==> src/rtl/conv_pkg.sv <==
// Shared definitions for the conv job front-end.
//   - DSIZE_DEF / KSIZE_DEF : default memory depth and maximum kernel size of the attached conv
//   - state_e               : sequencer FSM states
//   - calc_nwords           : number of 32-bit words that carry a W x H byte image
package conv_pkg;

    localparam int DSIZE_DEF = 256;
    localparam int KSIZE_DEF = 3;

    typedef enum logic [2:0] {
        ST_IDLE,
        ST_LOAD,
        ST_KICK,
        ST_RUN,
        ST_DRAIN
    } state_e;

    // Rounds the byte count up to whole words; W*H+3 always fits in 16 bits for 8-bit W and H.
    function automatic logic [15:0] calc_nwords(input logic [7:0] w, input logic [7:0] h);
        logic [15:0] area;
        area = {8'd0, w} * {8'd0, h};
        return (area + 16'd3) >> 2;
    endfunction

endpackage

==> src/rtl/conv_job_check.sv <==
// Combinational job descriptor validation.
// Ports:
//   width_i, height_i   : image dimensions
//   stride_x_i/_y_i     : strides
//   kw_i, kh_i          : kernel dimensions
//   reject_o            : high when the descriptor cannot be run on the attached conv
module conv_job_check
    import conv_pkg::*;
#(
    parameter int DSIZE = DSIZE_DEF,
    parameter int KSIZE = KSIZE_DEF
) (
    input  logic [7:0] width_i,
    input  logic [7:0] height_i,
    input  logic [3:0] stride_x_i,
    input  logic [3:0] stride_y_i,
    input  logic [3:0] kw_i,
    input  logic [3:0] kh_i,
    output logic       reject_o
);

    localparam logic [3:0]  KMAX = 4'(KSIZE);
    localparam logic [16:0] DMAX = 17'(DSIZE);

    logic [15:0] area;

    assign area = {8'd0, width_i} * {8'd0, height_i};

    // Any single violation rejects; the area test is widened so DSIZE itself is a legal image size.
    assign reject_o = (kw_i == 4'd0) || (kh_i == 4'd0)
                   || (kw_i > KMAX)  || (kh_i > KMAX)
                   || ({4'd0, kw_i} > width_i) || ({4'd0, kh_i} > height_i)
                   || (stride_x_i == 4'd0) || (stride_y_i == 4'd0)
                   || ({1'b0, area} > DMAX);

endmodule

==> src/rtl/conv_job_sequencer.sv <==
// Front-end controller for one conv instance: accepts a job descriptor, loads the image into
// the conv DI memory, kicks the conv, waits for done and streams the DO memory back out.
// Ports:
//   clk, rst_n                      : clock, asynchronous active-low reset
//   job_*                           : descriptor handshake and fields
//   in_valid/in_ready/in_data       : image word stream (little-endian bytes)
//   out_valid/out_ready/out_data/out_last : result word stream
//   busy, err                       : job in progress, one-cycle reject pulse
//   cv_*                            : configuration, memory ports and start/done of the conv
module conv_job_sequencer
    import conv_pkg::*;
#(
    parameter int DSIZE = DSIZE_DEF,
    parameter int KSIZE = KSIZE_DEF,
    parameter int AW    = $clog2(DSIZE) + 1
) (
    input  logic                      clk,
    input  logic                      rst_n,
    input  logic                      job_valid,
    output logic                      job_ready,
    input  logic [7:0]                job_width,
    input  logic [7:0]                job_height,
    input  logic [3:0]                job_stride_x,
    input  logic [3:0]                job_stride_y,
    input  logic [3:0]                job_kw,
    input  logic [3:0]                job_kh,
    input  logic [8*KSIZE*KSIZE-1:0]  job_kernel,
    input  logic                      in_valid,
    output logic                      in_ready,
    input  logic [31:0]               in_data,
    output logic                      out_valid,
    input  logic                      out_ready,
    output logic [31:0]               out_data,
    output logic                      out_last,
    output logic                      busy,
    output logic                      err,
    output logic [7:0]                cv_data_width,
    output logic [7:0]                cv_data_height,
    output logic [7:0]                cv_di_x_stop,
    output logic [7:0]                cv_di_y_stop,
    output logic [3:0]                cv_stride_x,
    output logic [3:0]                cv_stride_y,
    output logic [3:0]                cv_kernel_width,
    output logic [3:0]                cv_kernel_height,
    output logic [8*KSIZE*KSIZE-1:0]  cv_kernel,
    output logic [AW-1:0]             cv_mi_addr,
    output logic [31:0]               cv_mi_data,
    output logic                      cv_mi_wr,
    output logic [AW-1:0]             cv_mo_addr,
    input  logic [31:0]               cv_mo_data,
    output logic                      cv_start,
    input  logic                      cv_done
);

    state_e                     state_q;
    logic [15:0]                wc_q;
    logic [15:0]                nwords_q;
    logic [7:0]                 width_q;
    logic [7:0]                 height_q;
    logic [3:0]                 stride_x_q;
    logic [3:0]                 stride_y_q;
    logic [3:0]                 kw_q;
    logic [3:0]                 kh_q;
    logic [8*KSIZE*KSIZE-1:0]   kernel_q;
    logic                       err_q;
    logic                       reject;
    logic                       lastWord;
    logic [AW-1:0]              wordAddr;

    conv_job_check #(
        .DSIZE (DSIZE),
        .KSIZE (KSIZE)
    ) u_check (
        .width_i    (job_width),
        .height_i   (job_height),
        .stride_x_i (job_stride_x),
        .stride_y_i (job_stride_y),
        .kw_i       (job_kw),
        .kh_i       (job_kh),
        .reject_o   (reject)
    );

    assign lastWord = (wc_q == nwords_q - 16'd1);
    assign wordAddr = AW'({wc_q, 2'b00});

    // Sequencer FSM: the word counter walks the image in LOAD and again in DRAIN.
    // The descriptor is only latched on acceptance so the conv config stays stable for the whole job.
    always_ff @(posedge clk or negedge rst_n) begin
        if (!rst_n) begin
            state_q    <= ST_IDLE;
            wc_q       <= '0;
            nwords_q   <= '0;
            width_q    <= '0;
            height_q   <= '0;
            stride_x_q <= '0;
            stride_y_q <= '0;
            kw_q       <= '0;
            kh_q       <= '0;
            kernel_q   <= '0;
            err_q      <= 1'b0;
        end else begin
            err_q <= 1'b0;
            case (state_q)
                ST_IDLE: begin
                    if (job_valid) begin
                        if (reject) begin
                            err_q <= 1'b1;
                        end else begin
                            width_q    <= job_width;
                            height_q   <= job_height;
                            stride_x_q <= job_stride_x;
                            stride_y_q <= job_stride_y;
                            kw_q       <= job_kw;
                            kh_q       <= job_kh;
                            kernel_q   <= job_kernel;
                            nwords_q   <= calc_nwords(job_width, job_height);
                            wc_q       <= '0;
                            state_q    <= ST_LOAD;
                        end
                    end
                end
                ST_LOAD: begin
                    if (in_valid) begin
                        if (lastWord) begin
                            wc_q    <= '0;
                            state_q <= ST_KICK;
                        end else begin
                            wc_q <= wc_q + 16'd1;
                        end
                    end
                end
                ST_KICK: begin
                    state_q <= ST_RUN;
                end
                ST_RUN: begin
                    if (cv_done) begin
                        state_q <= ST_DRAIN;
                    end
                end
                ST_DRAIN: begin
                    if (out_ready) begin
                        if (lastWord) begin
                            wc_q    <= '0;
                            state_q <= ST_IDLE;
                        end else begin
                            wc_q <= wc_q + 16'd1;
                        end
                    end
                end
                default: begin
                    state_q <= ST_IDLE;
                end
            endcase
        end
    end

    assign job_ready = (state_q == ST_IDLE);
    assign busy      = (state_q != ST_IDLE);
    assign err       = err_q;
    assign in_ready  = (state_q == ST_LOAD);
    assign cv_start  = (state_q == ST_KICK);
    assign out_valid = (state_q == ST_DRAIN);

    // Memory ports are gated by state so they read as zero whenever their phase is not active.
    assign cv_mi_wr   = in_ready & in_valid;
    assign cv_mi_addr = in_ready ? wordAddr : '0;
    assign cv_mi_data = in_ready ? in_data : '0;
    assign cv_mo_addr = out_valid ? wordAddr : '0;
    assign out_data   = out_valid ? cv_mo_data : '0;
    assign out_last   = out_valid & lastWord;

    assign cv_data_width    = width_q;
    assign cv_data_height   = height_q;
    assign cv_di_x_stop     = width_q - {4'd0, kw_q};
    assign cv_di_y_stop     = height_q - {4'd0, kh_q};
    assign cv_stride_x      = stride_x_q;
    assign cv_stride_y      = stride_y_q;
    assign cv_kernel_width  = kw_q;
    assign cv_kernel_height = kh_q;
    assign cv_kernel        = kernel_q;

endmodule

==> config.mk <==
export PLATFORM = sky130hd
export DESIGN_NAME = conv_job_sequencer
export DESIGN_NICKNAME = d
export VERILOG_FILES = /design/src/rtl/conv_pkg.sv /design/src/rtl/conv_job_check.sv /design/src/rtl/conv_job_sequencer.sv
export SDC_FILE = /design/constraint.sdc
export NUM_CORES = 1
export LEC_CHECK = 0
export CAP_MARGIN = 0
export CORE_ASPECT_RATIO = 1.5
export CORE_MARGIN = 2
export CORE_UTILIZATION = 42
export CTS_CLUSTER_SIZE = 30
export DETAILED_ROUTE_END_ITERATION = 12
export PLACE_DENSITY = 0.79
export SETUP_SLACK_MARGIN = 0.02
export SLEW_MARGIN = 20
export SYNTH_ARGS = -nofsm -noshare
export SYNTH_HDL_FRONTEND = slang
export SYNTH_SLANG_ARGS = --single-unit
==> constraint.sdc <==
create_clock -name clk -period 3.4 [get_ports clk]
set_input_delay 0.51 -clock clk [delete_from_list [all_inputs] [get_ports clk]]
set_output_delay 0.51 -clock clk [all_outputs]
set_load 0.02 [all_outputs]
; ---- After elaboration in Yosys (flattened, before gate mapping)
; Cells that the tools add are included.
[word_totals]
ff_bits = 138
elab_cells = 76
[op_classes]
n_lt_le_gt_ge = 5
multipliers = 1
muxes = 21
bitwise = 3
eq_ne = 12
n_reduce_logical = 18
addsub = 5
[op_table]
columns = op, count
row1 = $mux 16, 5
row2 = $mux 32, 2
row3 = $pmux 16 s3, 1
row4 = $mux 3, 7
row5 = $mux 9, 2
row6 = $add 16x1->16 const B, 1
row7 = $add 16x2->16 const B, 1
row8 = $eq 16x16->1, 1
row9 = $gt 16x9->1 const B, 1
row10 = $gt 4x8->1, 2
row11 = $logic_not 4->1, 4
row12 = $mul 8x8->16, 1
row13 = $sub 8x4->8, 2
row14 = $pmux 3 s5, 1
row15 = $sub 14x1->15 const B, 1
row16 = $gt 4x2->1 const B, 2
row17 = $logic_or 1x1->1, 8
row18 = $ne 2x2->1 const B, 4
row19 = $reduce_and 7->1, 1
row20 = $eq 3x2->1 const B, 2
row21 = $ne 2x1->1 const B, 3
row22 = $reduce_bool 3->1, 2
row23 = $reduce_and 5->1, 1
row24 = $eq 3x1->1 const B, 1
row25 = other kinds (6), 9

; ---- Depth between registers and ports, before layout
[logic_depth]
ltp_word = 12
ltp_mapped = 22
ltp_nobuf = 18

; ---- Cells and area by module
; A second synthesis with hierarchy kept.
[unflattened]
cells_unflattened = 1402
hier_area_um2 = 11669.9
[by_module_without_submodules]
columns = module, instances, cells_per_inst, seq_area_each_um2, area_per_inst_um2
row1 = conv_job_sequencer, 1, 1097, 3453.3, 9161.3
row2 = conv_job_check, 1, 305, 0.0, 2508.7

; ---- Worst setup path before layout
; OpenSTA, ideal clock, no wires.
[synth_path]
path_type = input -> register
startpoint = input job_height[6]
endpoint = register kernel_q[53], in the netlist cv_kernel[53]
stages = 18
setup_ps = 125
t_arrival_ps = 5537
path_buffers = 3
setup_slack_ps = -2261
cell_sequence = clkbuf_1 and2_1 fa_1 fa_1 fa_1 inv_1 fa_1 inv_1 ha_1 and3_4 and3_1 a221o_1 a21oi_1 xnor2_1 nor4_4 buf_2 buf_2 mux2_2
[synth_via]
elab_chain_cells = 7
word_cells_on_any_way = 9
[synth_lines]
columns = item, line_no
row1 = start: declaration, conv_job_sequencer.sv:22  ; input logic [7:0] job_height,
row2 = branches (longest 4 deep; another with $mul 8x8->16), n/a
row3 = $logic_or 1x1->1 (*), conv_job_check.sv:34  ; || ({1'b0, area} > DMAX);
row4 = $not 1->1 (no line) (*), n/a
row5 = $reduce_and 3->1 (no line) (*), n/a
row6 = end signal: assignment, conv_job_sequencer.sv:115  ; kernel_q <= job_kernel;
row7 = end: declaration, conv_job_sequencer.sv:64  ; logic [8*KSIZE*KSIZE-1:0] kernel_q;
; Every way passes the cells marked *.
; A chain may end at the register's enable or synchronous reset.

; ---- Final worst setup path
[layout_path]
startpoint = input job_height[7]
endpoint = register kernel_q[6], in the netlist cv_kernel[6]
; The elaborated chain is that of the path after synthesis.

==> impl_metrics.csv <==
group,metric,value,unit
synth,synth_top_family_by_area,"simple AND/OR/NAND/NOR gates",
power_and_ir_drop,power.leakage,7.52,nW
floorplan,ios,384,
synth,synth_most_common_cell,"dfrtp_1",
outcome,status,"finished, violations left",
synth,ys_warn_count,0,
finish,syn2layout_area_growth,70.4,%
routing,drt_wl_total,40.5,mm
grt,grt_pass1_vias,9897,
timing,slew_viol_final,0,
grt,grt_start_max_net_pins,61,
synth,seq_area_frac_synth,35.6,%
finish,register_area,3450,um^2
synth,netlist_area,9710,um^2
routing,first_pass_iters,5,
timing,hold_ws,0.0563,ns
timing,maxSlewHeadroom,44.9,%
flow_run,maxCapViolCount,0,
floorplan,die-area,24400,um^2
synth,yosys.area_share.simple,20.5,%
clock_network,ctsRootBufferMaster,"clkbuf_16",
timing,period_needed,5.19,ns
synth,synth-seq-cells,138,
floorplan,fp.dieH,190,um
grt,grt.total_usage,33.0,%
finish,drive_gt1_share,27.4,%
floorplan,die_width,128,um
synth,yosysTopAreaCell,"dfrtp_1",
setup_path,cp-end-kind,"register",
finish,multi_input_area,6340,um^2
clock_network,cts_tree,"built",
finish,fillCellCount,1567,
hold_path,min_path_type,"in -> async",
clock_network,clk_pin_slew,0.06,ns
timing,hold_violations,0,
setup_path,crit_type,"in -> reg",
clock_network,numCtsBuffers,17,
synth,avgSynthCellArea,10.1,um^2
synth,synth_cells,957,
grt,globalRoute.totalOverflow,0,
routing,drt_iter0_markers,778,
timing,setup_ws,-1.79,ns
setup_path,required,3.70,ns
placement,finalWeightedCongestion,0.952,
setup_path,arrival,5.49,ns
outcome,violations,"negative setup slack",
floorplan,core_area,22900,um^2
synth,synthMuxAreaShare,11.1,%
synth,synth-adder-area-share,14.8,%
clock_network,clock-sinks,138,
clock_network,clock_latency,0.43,ns
grt,antenna_found_initial,11,
synth,synth_top_area_share,35.6,%
synth,synth_xor_area_share,3.16,%
placement,io_buffer_count,379,
synth,synth_edf_count,0,
power_and_ir_drop,ir_drop,0.382,mV
finish,fin_nets,1726,
placement,hpwl,29.7,mm
timing,max_freq,0.193,GHz
synth,synth_flop_cell,"dfrtp_1",
floorplan,initial_core_util,42.4,%
timing,rsz0062_at_grt,"true",
synth,synth_compound_area_share,8.68,%
setup_path,path_max_fanout,6,
finish,postLayoutCoreUtil,72.3,%
clock_network,cts.htree.levels,4,
synth,synth_area_leaders,"dfrtp_1 36%, mux2_2 9.5%, and2_1 8.4%",
routing,drc,0,
synth,async_flop_share,100,%
routing,vias,9545,
floorplan,num_rows,68,
setup_path,start_kind,"primary input",
synth,synth_cell_types,72,
timing,finalClockSkew,0.00709,ns
routing,vias_per_cell,5.43,
timing,fin_crit_sh,153,%
timing,setup_viol,137,
grt,grt_pass1_wl,59.3,mm
synth,yosys-top-cells-count,"138 x dfrtp_1, 130 x and2_1, 93 x inv_1, 82 x mux2_2, 64 x nand2_1",
timing,worst_slew_pin_slew,0.819,ns
routing,postRouteAntennaNets,0,
clock_network,clock_path_buffers,2,
power_and_ir_drop,powerDensity,423,nW/um^2
routing,avgRoutedWirePerCell,23.1,um
## worst max-delay path: stages
cell and delay, ns:
buf_8 0.11, and2_4 0.15, fa_1 0.50, fa_1 0.51, fa_1 0.49, inv_1 0.05
fa_1 0.49, inv_2 0.05, ha_4 0.21, buf_6 0.11, and3_4 0.17, and3_4 0.17
a221o_1 0.35, a21oi_2 0.18, xnor2_2 0.10, buf_4 0.16, nor4_4 0.35, buf_12 0.17
buf_12 0.12, buf_12 0.10, buf_16 0.12, mux2_4 0.31
## where the power goes
group	switching [mW]	internal, mW
clock network	0.729	1.11
registers	0.122	1.75
logic	1.58	1.70
## layout make-up
type,instances,area share [%]
Antenna cell,6,0.0908
Sequential cell,138,20.9
Multi-Input combinational cell,683,38.3
Clock inverter,10,0.719
Timing Repair Buffer,527,33.0
Inverter,93,2.11
Tap cell,280,2.12
Clock buffer,20,2.76
## cells by family after synthesis
group / Yosys count
xor+xnor: 35
flops: 138
compound gates: 112
simple gates: 344
other cells: 1
buf+inv: 139
mux: 96
fa+ha+maj: 92
## flip-flops by register name (all words and copies together), names as in the netlist
| signal | count |
|---|---|
| cv_stride_y | 4 |
| state_q | 3 |
| wc_q | 16 |
| nwords_q | 14 |
| err | 1 |
| cv_stride_x | 4 |
| cv_kernel_height | 4 |
| cv_data_height | 8 |
| cv_data_width | 8 |
| cv_kernel | 72 |
| cv_kernel_width | 4 |
## path summary, 6_finish.rpt
path / endpoint / start / cells past startpoint / slack, ns
min reg2reg: cv_kernel[58] / cv_kernel[58] / 1 / 0.50
min: nwords_q[8] / rst_n / 1 / 0.06
max: cv_kernel[6] / job_height[7] / 22 / -1.79
max in group asynchronous: cv_data_height[4] / rst_n / 2 / 2.56
min in group clk: cv_data_width[4] / job_width[4] / 3 / 0.48
max reg2reg: wc_q[0] / nwords_q[0] / 12 / 0.15
## layer usage
layer  global-route usage, %  part of all wire (%)
met3                    14.9                    12
met5                       0                  0.17
met4                    15.4                   4.7
met2                    55.2                    48
met1                    35.6                    35
## stage by stage
step	instances	setup TNS [ns]	setup slack [ns]	total power [mW]	cell area (um^2)
after floorplan	960	-252.29	-1.93	3.58	9990
after global placement	1676	-361.72	-2.74	4.73	14600
after detailed placement	1676	-364.50	-2.78	4.76	14600
after CTS	1748	-239.03	-1.87	6.84	16400
after global routing	1755	-245.63	-1.88	7.37	16500
final	1757	-231.70	-1.79	6.99	16500
## what timing repair did
action,CTS,global route
setup buffers,30,7
pin swaps,32,25
hold buffers,0,0
endpoints found under the hold margin,0,0
endpoints found under the setup margin,137,141
gates cloned,13,1
gates resized for setup,237,48
## cells in the final DEF (no fill, tap or decap), types with 6 or more instances in the layout
| master | synthesis | final |
|---|---|---|
| nand3_1 | 15 | 10 |
| and3_1 | 7 | 6 |
| inv_1 | 93 | 88 |
| and2_4 | 0 | 17 |
| mux2_4 | 0 | 66 |
| nand2_1 | 64 | 47 |
| nand3b_1 | 6 | 6 |
| xor2_1 | 10 | 10 |
| dfrtp_1 | 138 | 137 |
| mux2_2 | 82 | 26 |
| diode_2 | 0 | 6 |
| nor2b_1 | 7 | 7 |
| ha_1 | 54 | 47 |
| nor2_1 | 27 | 23 |
| nor3_1 | 20 | 19 |
| nand4_1 | 14 | 14 |
| xnor2_1 | 25 | 24 |
| o21ai_0 | 23 | 8 |
| o21ai_1 | 2 | 15 |
| buf_4 | 10 | 108 |
| and2_1 | 130 | 113 |
| nand2b_1 | 7 | 7 |
| a21oi_1 | 19 | 12 |
| buf_6 | 2 | 22 |
| o22ai_1 | 6 | 6 |
| a21oi_2 | 6 | 7 |
| a21oi_4 | 0 | 6 |
| nand2_2 | 0 | 16 |
| ha_4 | 0 | 6 |
| o22ai_2 | 10 | 10 |
| fa_1 | 38 | 32 |
| clkdlybuf4s50_1 | 0 | 357 |
| fa_2 | 0 | 6 |
| nor4_1 | 12 | 10 |
| clkbuf_16 | 0 | 18 |
| buf_12 | 0 | 15 |
| buf_16 | 0 | 14 |
Power figures use the tool's default switching activity.
